[config.mk]
export PLATFORM = sky130hd
export DESIGN_NAME = bitops_slot_alloc
export DESIGN_NICKNAME = d
export VERILOG_FILES = /design/src/rtl/bitops_slot_alloc.sv
export SDC_FILE = /design/constraint.sdc
export NUM_CORES = 1
export LEC_CHECK = 0
export ABC_AREA = 0
export CAP_MARGIN = 30
export CORE_ASPECT_RATIO = 2
export CORE_MARGIN = 2
export CORE_UTILIZATION = 52
export DETAILED_ROUTE_END_ITERATION = 7
export PLACE_DENSITY_LB_ADDON = 0.2
export SLEW_MARGIN = 20
export SYNTH_ARGS = -nofsm -noshare
export SYNTH_HDL_FRONTEND = slang
export SYNTH_SLANG_ARGS = --single-unit
[constraint.sdc]
create_clock -name clk -period 5.35 [get_ports clk]
set_input_delay 1.07 -clock clk [delete_from_list [all_inputs] [get_ports clk]]
set_output_delay 1.07 -clock clk [all_outputs]
set_load 0.05 [all_outputs]
[src/rtl/bitops_slot_alloc.sv]
// Slot allocator: hands out free slots from an occupancy mask (lowest-first or
// round-robin) and releases them on request; single clock, async active-high reset.
module bitops_slot_alloc #(
    parameter int WIDTH = 8,
    parameter int IDXW  = 3,
    parameter int MODE  = 0
) (
    input  logic              clk,
    input  logic              rst,
    input  logic              alloc_req,
    input  logic              free_req,
    input  logic [IDXW-1:0]   free_idx,
    output logic              alloc_ack,
    output logic              alloc_nack,
    output logic [IDXW-1:0]   alloc_idx,
    output logic [WIDTH-1:0]  alloc_onehot,
    output logic [WIDTH-1:0]  busy,
    output logic [IDXW:0]     count,
    output logic              full
);

    localparam logic [IDXW-1:0] LAST_IDX = IDXW'(WIDTH - 1);

    function automatic logic [IDXW:0] popcount(input logic [WIDTH-1:0] v);
        logic [IDXW:0] c;
        c = {(IDXW+1){1'b0}};
        for (int i = 0; i < WIDTH; i++) begin
            c = c + {{IDXW{1'b0}}, v[i]};
        end
        return c;
    endfunction

    // Index of the lowest set bit; scanning downward lets the lowest one win.
    function automatic logic [IDXW-1:0] lowest_set(input logic [WIDTH-1:0] v);
        logic [IDXW-1:0] r;
        r = {IDXW{1'b0}};
        for (int i = WIDTH - 1; i >= 0; i--) begin
            r = v[i] ? IDXW'(i) : r;
        end
        return r;
    endfunction

    logic [WIDTH-1:0] busy_r;
    logic [IDXW-1:0]  rr_ptr_r;
    logic             ack_r;
    logic             nack_r;
    logic [IDXW-1:0]  idx_r;
    logic [WIDTH-1:0] onehot_r;
    logic [IDXW:0]    count_r;
    logic             full_r;

    logic [IDXW-1:0]  start_s;
    logic [WIDTH-1:0] clear_s;
    logic [WIDTH-1:0] upper_s;
    logic             found_s;
    logic             grant_s;
    logic [IDXW-1:0]  grant_idx_s;
    logic [WIDTH-1:0] grant_onehot_s;
    logic [WIDTH-1:0] free_mask_s;
    logic [WIDTH-1:0] busy_next_s;

    // Find-first-clear over the pre-edge mask, rotated to start after the last grant in round-robin mode.
    always_comb begin
        start_s     = {IDXW{1'b0}};
        upper_s     = {WIDTH{1'b0}};
        grant_idx_s = {IDXW{1'b0}};
        if (MODE == 1) begin
            start_s = (rr_ptr_r == LAST_IDX) ? {IDXW{1'b0}} : rr_ptr_r + {{(IDXW-1){1'b0}}, 1'b1};
        end else begin
            start_s = {IDXW{1'b0}};
        end
        clear_s = ~busy_r;
        for (int i = 0; i < WIDTH; i++) begin
            upper_s[i] = clear_s[i] && (IDXW'(i) >= start_s);
        end
        found_s = |clear_s;
        if (|upper_s) begin
            grant_idx_s = lowest_set(upper_s);
        end else begin
            grant_idx_s = lowest_set(clear_s);
        end
    end

    // Decode grant and release into masks; out-of-range free indices match no bit and are dropped.
    always_comb begin
        grant_s        = alloc_req && found_s;
        grant_onehot_s = {WIDTH{1'b0}};
        free_mask_s    = {WIDTH{1'b0}};
        for (int i = 0; i < WIDTH; i++) begin
            grant_onehot_s[i] = grant_s && (grant_idx_s == IDXW'(i));
            free_mask_s[i]    = free_req && (free_idx == IDXW'(i));
        end
        busy_next_s = (busy_r & ~free_mask_s) | grant_onehot_s;
    end

    // Occupancy, pointer and grant/refuse response registers.
    always_ff @(posedge clk or posedge rst) begin
        if (rst) begin
            busy_r   <= {WIDTH{1'b0}};
            rr_ptr_r <= LAST_IDX;
            ack_r    <= 1'b0;
            nack_r   <= 1'b0;
            idx_r    <= {IDXW{1'b0}};
            onehot_r <= {WIDTH{1'b0}};
            count_r  <= {(IDXW+1){1'b0}};
            full_r   <= 1'b0;
        end else begin
            busy_r  <= busy_next_s;
            count_r <= popcount(busy_next_s);
            full_r  <= &busy_next_s;
            if (grant_s) begin
                ack_r    <= 1'b1;
                nack_r   <= 1'b0;
                idx_r    <= grant_idx_s;
                onehot_r <= grant_onehot_s;
                rr_ptr_r <= grant_idx_s;
            end else if (alloc_req) begin
                ack_r  <= 1'b0;
                nack_r <= 1'b1;
            end else begin
                ack_r  <= 1'b0;
                nack_r <= 1'b0;
            end
        end
    end

    assign alloc_ack    = ack_r;
    assign alloc_nack   = nack_r;
    assign alloc_idx    = idx_r;
    assign alloc_onehot = onehot_r;
    assign busy         = busy_r;
    assign count        = count_r;
    assign full         = full_r;

endmodule

==> summary.md, run 1 <==
| Metric | Value |
|---|---|
| Layout cell share with drive strength beyond 1 | `0.159` |
| Vias in the first global route | `about 1,000` |
| Worst path required time | `between 5 and 6 ns` |
| CTS tree | `yes` |
| GPL Wtd Cong | `0.923` |
| Commonest non-fill, non-tap cells in the layout | `clkdlybuf4s50_1 (32), dfrtp_1 (26), nand2_1 (13), inv_1 (13)` |
| Critical Path AT | `between 4 and 5 ns` |
| Yosys warnings | `0` |
| Detailed Routing Iterations Pass 1 | `4` |
| CTS Sinks | `26` |
| DRC | `0` |
| Top post-synthesis cells by area | `dfrtp_1 (48%), fa_1 (5.9%), inv_1 (3.9%), ha_1 (3.7%), nand2_1 (3.6%)` |
| Vias per cell | `between 5 and 6` |
| Inserted Clock Buffers | `3` |
| Antenna violations before repair | `0` |
| Worst-Skew Late Latency | `0.27 ns` |
| Die Width | `between 40 and 50 um` |
| Inst Count DP | `roughly 180` |
| Final clock period utilization by the worst path | `0.847` |
| Chip height | `about 76 um` |
| R2R setup slack | `~1.8 ns` |
| Least-Margin Pin Slew | `roughly 0.54 ns` |
| GRT Overall Usage | `0.229` |
| I/O Buffers | `32` |
| Final antenna-violating net count | `0` |
| Vias | `a little over 1,000` |
| Synth Register Bits | `26` |
| Setup crit end kind | `flip-flop` |
| Nets@finish | `173` |
| Iter 0 DRT Violations | `15` |
| Synth area leader | `dfrtp_1` |
| Clk buf depth | `2` |
| Final setup violation count | `0` |
| Post-Syn Area per Cell | `11.1 um2` |
| I/O Pins | `33` |
| Final Hold Fails | `0` |
| Share of the yosys chip area belonging to registers | `0.482` |
| Max-slew violation count | `0` |
| RSZ-0062 raised after global routing | `no` |
| First-pass GRT wire length | `around 5 mm` |
| CP Class | `in -> reg` |
| Grt total ovfl | `0` |
| Mapped Cells | `about 120` |
| Htree depth | `1` |
| Synth Net Count | `137` |
| Commonest non-fill, non-tap cell in the layout | `clkdlybuf4s50_1` |
| Worst Skew | `roughly 0.0027 ns` |
| WL/cell | `around 16 um` |
| PostCTS Resize Cnt | `0` |
| Row count | `26` |
| Startpoint Class | `input port` |
| Post-Route WL | `between 2 and 3 mm` |
| Dpl hpwl | `2.43 mm` |
| Hold-fix buffers, CTS | `0` |
| Fin crit period | `~4.5 ns` |
| Max Cap Viol | `0` |
| Max Freq | `around 220 MHz` |
| Core ar. | `about 0.0025 mm2` |
| Fin cells | `around 190` |
| Maximum number of pins on one net before global-route repair | `27` |
| Area grow syn2layout | `30.1%` |
| Slew headroom | `0.637` |
| Hold Path Class | `reg -> reg` |
| Postcts setup bufs | `0` |
| Root Driver | `clkbuf_8` |
| Initial core utilization | `0.538` |
| Top cell type's share of synthesized area | `0.482` |
| DIE AREA | `roughly 0.0030 mm2` |
| Yosys cell types | `42` |
| Status | `completed` |
| Antenna Cells | `0` |
| Setup_tns | `0 ns` |
| Crit-path max FO | `7` |
| Clock transition at path regs | `about 0.090 ns` |
| Mapped Area | `~0.0013 mm2` |
cells in the mapped netlist:
cell	count
o31ai_4	1
xor2_1	1
a32oi_1	1
o21ai_2	1
a31oi_1	2
or2_2	1
nor2_1	6
nand4_1	1
a21oi_1	6
o2111ai_1	1
nand2b_1	1
nor2b_1	3
a22oi_1	1
nand2_1	13
ha_1	4
or2b_1	1
nand2_2	1
nand4_4	1
buf_2	1
inv_1	14
nor4b_2	1
nand4b_1	2
mux2_4	1
nor2_2	1
o21ai_1	1
nand3_1	3
a31o_2	1
nor4_2	1
fa_1	4
and3_2	1
nand3_4	1
inv_4	1
o21ai_0	6
a22oi_2	1
a22o_2	2
nand3b_1	1
and2b_4	1
a32o_1	2
a21oi_2	1
dfrtp_1	26
and2b_1	1
a21o_2	2
cell families (layout without fill, tap and decap cells):
logic type | after synthesis | after routing | share of synthesized area
and+or+nand+nor | 41 | 41 | 0.193
buffers and inverters | 16 | 51 | 0.0473
xor gates and xnor gates | 1 | 1 | 0.00649
muxes | 1 | 1 | 0.0111
AOI/OAI and AO/OA | 29 | 29 | 0.163
DFF | 26 | 26 | 0.482
adders and majority gates | 8 | 8 | 0.0965
area by class of cell:
| class | count | area [um2] |
|---|---|---|
| clock buffers | 4 | 55.1 |
| fillers | 200 | 751 |
| inverters | 15 | 58.8 |
| multi-input cells | 80 | 634 |
| flip-flops and latches | 26 | 651 |
| well taps | 28 | 35.0 |
| repair buffers | 32 | 320 |
routing by layer:
layer	track usage	vias up	part of all wire
met5	0	-	0
met4	0.0793	0	0.023
met3	0.0321	8	0.029
met2	0.415	27	0.61
met1	0.241	499	0.33
li1	-	493	-
per-stage QoR:
stage / setup slack (ns) / cell area [um2] / util / hold WS, ns
floorplan: 1.31 / 1350 / - / 0.742
global placement: 0.584 / 1700 / 0.678 / 0.463
detailed placement: 0.516 / 1700 / 0.678 / 0.478
CTS: 0.806 / 1750 / 0.700 / 0.499
global route: 0.666 / 1750 / 0.700 / 0.515
finish: 0.818 / 1750 / 0.700 / 0.488
worst max-delay path, cell delays in order:
cell and delay [ns]:
clkdlybuf4s50_1 0.51, nor2b_1 0.19, nor2b_1 0.13, a31oi_1 0.28, inv_1 0.09, fa_1 0.48
inv_1 0.05, fa_1 0.50, inv_1 0.05, fa_1 0.50, inv_1 0.04, ha_1 0.22
fa_1 0.39, xor2_1 0.18
final timing paths:
check | from | to | cells past startpoint
setup / recovery | free_req | count[2] | 14
hold / removal | alloc_onehot[0] | alloc_onehot[0] | 2
setup reg to reg | busy[0] | count[2] | 11
hold reg to reg | alloc_onehot[0] | alloc_onehot[0] | 2
max in group asynchronous | rst | alloc_onehot[1] | 2
min in group asynchronous | rst | alloc_onehot[4] | 2
flip-flops by register name (all words and copies together), names as in the netlist:
register      flops
busy              8
alloc_ack         1
full              1
count             4
alloc_nack        1
alloc_idx         3
alloc_onehot      8
Power of run 1 is left out: the tool's default activity adds up to more than one toggle a clock period on the data nets, which glitch-free logic cannot reach.
==> inputs of run 2 (changes only) <==
--- a/config.mk
+++ b/config.mk
@@ -9,7 +9,7 @@
 export CAP_MARGIN = 30
 export CORE_ASPECT_RATIO = 2
 export CORE_MARGIN = 2
-export CORE_UTILIZATION = 52
+export CORE_UTILIZATION = 48
 export DETAILED_ROUTE_END_ITERATION = 7
 export PLACE_DENSITY_LB_ADDON = 0.2
 export SLEW_MARGIN = 20
==> constraint.sdc (replaced) <==
create_clock -name clk -period 4.64 [get_ports clk]
set_input_delay 0.928 -clock clk [delete_from_list [all_inputs] [get_ports clk]]
set_output_delay 0.928 -clock clk [all_outputs]
set_load 0.05 [all_outputs]
==> run 2 against run 1 <==
Against the previous run:
- sequential share of layout area decreased by 1.3 points
- clock-buffer cell count decreased by 1
- cell count increased by 3.2%
- setup slack got worse by 0.40 ns
- flip-flop and latch count unchanged
- worst hold slack got worse by 0.0020 ns
- critical path depth unchanged
- non-clock buffer count increased by 5
- wire length increased by 0.64%
- critical endpoint unchanged
==> summary.md, run 2 (synthesis gave the netlist of run 1 again) <==
| Metric | Value |
|---|---|
| PostCTS Resize Cnt | `0` |
| Setup_tns | `0 ns` |
| Detailed Routing Iterations Pass 1 | `4` |
| Inserted Clock Buffers | `3` |
| DRC | `0` |
| Worst Skew | `just over 0.006 ns` |
| Row count | `27` |
| Leak | `about 0.83 nW` |
| DIE AREA | `0.00328 mm2` |
| Final clock period utilization by the worst path | `0.910` |
| GRT Overall Usage | `0.197` |
| Post-Route WL | `about 3.0 mm` |
| Chip height | `~80 um` |
| Final antenna-violating net count | `0` |
| Iter 0 DRT Violations | `34` |
| Clock transition at path regs | `around 0.090 ns` |
| Crit-path max FO | `3` |
| Clk buf depth | `2` |
| Gr busiest metal | `met2` |
| I/O Pins | `33` |
| Met2 usage | `0.383` |
| Area grow syn2layout | `34.7%` |
| CP endpoint | `count[2]` |
| GR Util met3 | `0.0159` |
| First-pass GRT wire length | `5.05 mm` |
| Least-Margin Pin Slew | `~0.53 ns` |
| GPL Wtd Cong | `0.910` |
| CTS tree | `yes` |
| CP Class | `in -> reg` |
| Worst path required time | `4.81 ns` |
| Core ar. | `approximately 0.0027 mm2` |
| Startpoint Class | `input port` |
| Slowest CP cell | `fa_1` |
| Hold-fix buffers, CTS | `0` |
| Final setup violation count | `0` |
| Hold depth | `2` |
| Critical Path Max Stage Delay | `0.50 ns` |
| Root Driver | `clkbuf_8` |
| Setup crit start | `free_req` |
| Htree depth | `1` |
| Nets@finish | `between 150 and 200` |
| RSZ-0062 raised after global routing | `no` |
| Initial core utilization | `0.499` |
| Status | `completed` |
| Total power | `about 1.5 mW` |
| Crit-path cells | `clkdlybuf4s50_1 -> nor2b_1 -> nor2b_1 -> a31oi_1 -> inv_1 -> fa_1 -> inv_1 -> fa_1 -> inv_1 -> fa_1 -> inv_1 -> ha_1 -> fa_1 -> xor2_1` |
| Final Hold Fails | `0` |
| I/O Buffers | `32` |
| Antenna violations before repair | `0` |
| Commonest non-fill, non-tap cells in the layout | `clkdlybuf4s50_1 (32), dfrtp_1 (26), inv_1 (14), nand2_1 (13)` |
| Worst IR drop on VDD | `approximately 690 uV` |
| Hold Path Class | `reg -> reg` |
| Max Freq | `between 200 and 250 MHz` |
| Vias per cell | `5.63` |
| Slew headroom | `0.644` |
| Met1 GRT Util | `0.200` |
| Worst-Skew Late Latency | `about 0.28 ns` |
| Die Width | `41.5 um` |
| Setup crit end kind | `flip-flop` |
| Vias | `around 1,100` |
| R2r endpoint | `count[2]` |
| Layout cell share with drive strength beyond 1 | `0.179` |
| Critical Path AT | `approximately 4.4 ns` |
| Fin crit period | `roughly 4.2 ns` |
| Commonest non-fill, non-tap cell in the layout | `clkdlybuf4s50_1` |
| Worst flop-to-flop path startpoint | `busy[0]` |
| PwrDens | `roughly 840 mW/mm2` |
| CTS Sinks | `26` |
| Max Cap Viol | `0` |
| Max-slew violation count | `0` |
| Antenna Cells | `0` |
| Maximum number of pins on one net before global-route repair | `16` |
| R2R setup slack | `between 1 and 1.5 ns` |
| Dpl hpwl | `approximately 2.4 mm` |
| Reg2reg path depth | `11` |
| Vias in the first global route | `roughly 1,100` |
| Grt total ovfl | `0` |
| Hold_sp | `alloc_onehot[2]` |
| WL/cell | `15.7 um` |
| Postcts setup bufs | `0` |
## run 2: area by class of cell
class / instances / area [um2]
fillers: 226 / 886
clock inverters: 1 / 30.0
multi-input cells: 80 / 634
repair buffers: 37 / 365
clock buffers: 3 / 41.3
flip-flops and latches: 26 / 651
well taps: 29 / 36.3
inverters: 15 / 58.8
## run 2: layer usage
layer,wire [um],vias up
met5,0,-
met4,109,0
met3,82,11
met2,1690,32
met1,1120,533
li1,-,499
## run 2: power by group
group          leakage, nW  total (mW)  switching (mW)  internal (mW)
Sequential           0.321       0.396          0.0827          0.314
Combinational        0.475       0.941           0.594          0.347
Clock               0.0357       0.190          0.0742          0.116
Total                0.831        1.53           0.751          0.776
## run 2: worst min-delay path by stage
stage | end | slack [ns]
CTS | alloc_onehot[2] | 0.49
detailed placement | alloc_onehot[2] | 0.47
floorplan | alloc_onehot[2] | 0.74
finish | alloc_onehot[2] | 0.49
global route | alloc_idx[2] | 0.52
global placement | alloc_onehot[2] | 0.46
## run 2: critical path: cells and delay by family
family | cells | cell delay, ns
XOR/XNOR | 1 | 0.17
AND/OR/NAND/NOR | 2 | 0.27
adder cells (fa/ha/maj) | 5 | 2.09
AO/OA/AOI/OAI | 1 | 0.26
buffers and inverters | 5 | 0.67
## run 2: stage by stage
step                 util  hold slack, ns  setup slack [ns]  std cells  instance area, um2
global route        0.672           0.523             0.259        191                1820
global placement    0.640           0.464             0.217        186                1730
finish              0.672           0.486             0.416        191                1820
CTS                 0.672           0.494             0.413        191                1820
floorplan               -           0.742             0.745        122                1350
detailed placement  0.646           0.470             0.118        187                1750
Note: power is estimated with default switching activity, not from simulation.
==> inputs of run 3 (changes only) <==
--- a/config.mk
+++ b/config.mk
@@ -7,10 +7,10 @@
 export LEC_CHECK = 0
 export ABC_AREA = 0
 export CAP_MARGIN = 30
-export CORE_ASPECT_RATIO = 2
 export CORE_MARGIN = 2
-export CORE_UTILIZATION = 48
+export CORE_UTILIZATION = 60
 export DETAILED_ROUTE_END_ITERATION = 7
+export DONT_BUFFER_PORTS = 1
 export PLACE_DENSITY_LB_ADDON = 0.2
 export SLEW_MARGIN = 20
 export SYNTH_ARGS = -nofsm -noshare
==> run 3 against run 2 <==
Against the previous run:
- global-route usage up 2.6 points
- critical path depth down 3
- fmax up 6.6%
- via count down 10%
- utilization up 0.37 points
- wire length down 13%
- non-clock buffer count down 35
- die area down 19%
- critical path type is now reg -> reg
- critical endpoint unchanged
==> summary.md, run 3 (synthesis gave the netlist of run 1 again) <==
| Metric | Value |
|---|---|
| Status | `completed` |
| GPL Wtd Cong | `around 0.83` |
| Dpl ws | `between 0.5 and 0.6 ns` |
| CTS Sinks | `26` |
| WP depth | `11` |
| Iter 0 DRT Violations | `9` |
| First-pass GRT wire length | `4.32 mm` |
| Sequential cell area | `651 um2` |
| Startpoint Class | `flip-flop` |
| Die Width | `a little over 50 um` |
| PostCTS Resize Cnt | `0` |
| Vias | `around 970` |
| Antenna violations before repair | `0` |
| Inserted Clock Buffers | `3` |
| Area grow syn2layout | `8.72%` |
| Detailed Routing Iterations Pass 1 | `4` |
| Hold-fix buffers, CTS | `0` |
| Final antenna-violating net count | `0` |
| Buffers and inverters on the worst path | `3` |
| Layout cell share with drive strength beyond 1 | `0.205` |
| I/O Buffers | `0` |
| Final setup violation count | `0` |
| Met1 GRT Util | `0.292` |
| Fin crit period | `slightly below 4 ns` |
| Postcts setup bufs | `0` |
| Final clock period utilization by the worst path | `0.854` |
| Worst-Skew Late Latency | `0.32 ns` |
| Setup_tns | `0 ns` |
| Final worst slack | `around 0.68 ns` |
| Crit-path cells | `and3_2 -> a22oi_1 -> fa_1 -> inv_1 -> fa_1 -> inv_1 -> fa_1 -> inv_1 -> ha_1 -> fa_1 -> xor2_1` |
| Critical Path AT | `4.20 ns` |
| Chip height | `51.4 um` |
| Maximum number of pins on one net before global-route repair | `27` |
| Grt total ovfl | `0` |
| Crit-path max FO | `10` |
| GR Util met3 | `0.0731` |
| Worst path required time | `around 4.9 ns` |
| Setup crit end kind | `flip-flop` |
| Hold Path Class | `in -> async` |
| GRT Overall Usage | `0.223` |
| Critical Path Most Common Cell | `fa_1` |
| Critical Path Max Stage Delay | `0.83 ns` |
| Row count | `17` |
| Root Driver | `clkbuf_4` |
| RSZ-0062 raised after global routing | `no` |
| CP Class | `reg -> reg` |
| Initial core utilization | `0.622` |
| Commonest non-fill, non-tap cells in the layout | `dfrtp_1 (26), inv_1 (14), nand2_1 (13)` |
| DRC | `0` |
| Clock transition at path regs | `around 0.14 ns` |
| Area taken by multi-input logic gates | `roughly 630 um2` |
| Vias in the first global route | `~940` |
| Commonest non-fill, non-tap cell in the layout | `dfrtp_1` |
| Dpl hpwl | `approximately 2.0 mm` |
| Max Cap Viol | `0` |
| Final Hold Fails | `0` |
| Core ar. | `around 0.0022 mm2` |
| Nets@finish | `~140` |
| Reg2reg path depth | `11` |
| Htree depth | `1` |
| Max Freq | `approximately 250 MHz` |
| I/O Pins | `33` |
| Fillers | `about 170` |
| Max-slew violation count | `0` |
| Slew headroom | `0.488` |
| Post-Route WL | `between 2 and 3 mm` |
| Met2 usage | `0.335` |
| WL/cell | `around 17 um` |
| Vias per cell | `roughly 6.2` |
| Worst Skew | `between 0.0015 and 0.002 ns` |
| CTS tree | `yes` |
| Antenna Cells | `0` |
| DIE AREA | `around 0.0026 mm2` |
| Least-Margin Pin Slew | `between 0.7 and 0.8 ns` |
| Clk buf depth | `2` |
| Gr busiest metal | `met2` |
| Slowest CP cell | `dfrtp_1` |
| Cell family with most CP delay | `adder cells` |
run 3: worst paths after layout:
check	start	endpoint	slack, ns
max	busy[0]	count[2]	0.68
max in group asynchronous	rst	alloc_onehot[3]	3.73
min reg2reg	alloc_onehot[2]	alloc_onehot[2]	0.79
min in group clk	alloc_req	alloc_onehot[0]	0.71
min	rst	alloc_onehot[4]	0.48
max reg2reg	busy[0]	count[2]	0.68
run 3: layout make-up:
| class | instances | share of cell area |
|---|---|---|
| flip-flops and latches | 26 | 0.444 |
| clock buffers | 3 | 0.0154 |
| clock inverters | 1 | 0.0205 |
| repair buffers | 2 | 0.0239 |
| inverters | 15 | 0.0401 |
| well taps | 28 | 0.0239 |
| multi-input cells | 80 | 0.433 |
run 3: worst reg2reg max path, stage by stage, from the launching register on:
cell	delay, ns
dfrtp_1	0.83
and3_2	0.38
a22oi_1	0.16
fa_1	0.56
inv_1	0.06
fa_1	0.51
inv_1	0.06
fa_1	0.50
inv_1	0.05
ha_1	0.22
fa_1	0.38
xor2_1	0.16
run 3: layer usage:
layer | part of all wire | vias up | wire, um
met2 | 0.49 | 51 | 1270
met5 | 0 | - | 0
met3 | 0.083 | 11 | 215
met1 | 0.40 | 470 | 1040
met4 | 0.031 | 0 | 80
li1 | - | 435 | -
run 3: stage by stage:
stage               cells  instance area, um2  utilization  hold slack [ns]
CTS                   154                1440        0.663            0.705
detailed placement    150                1390        0.639            0.765
global placement      150                1390        0.639            0.764
global route          155                1470        0.676            0.494
finish                155                1470        0.676            0.480
floorplan             122                1350            -            0.742
Power of run 3 is left out for the same reason.
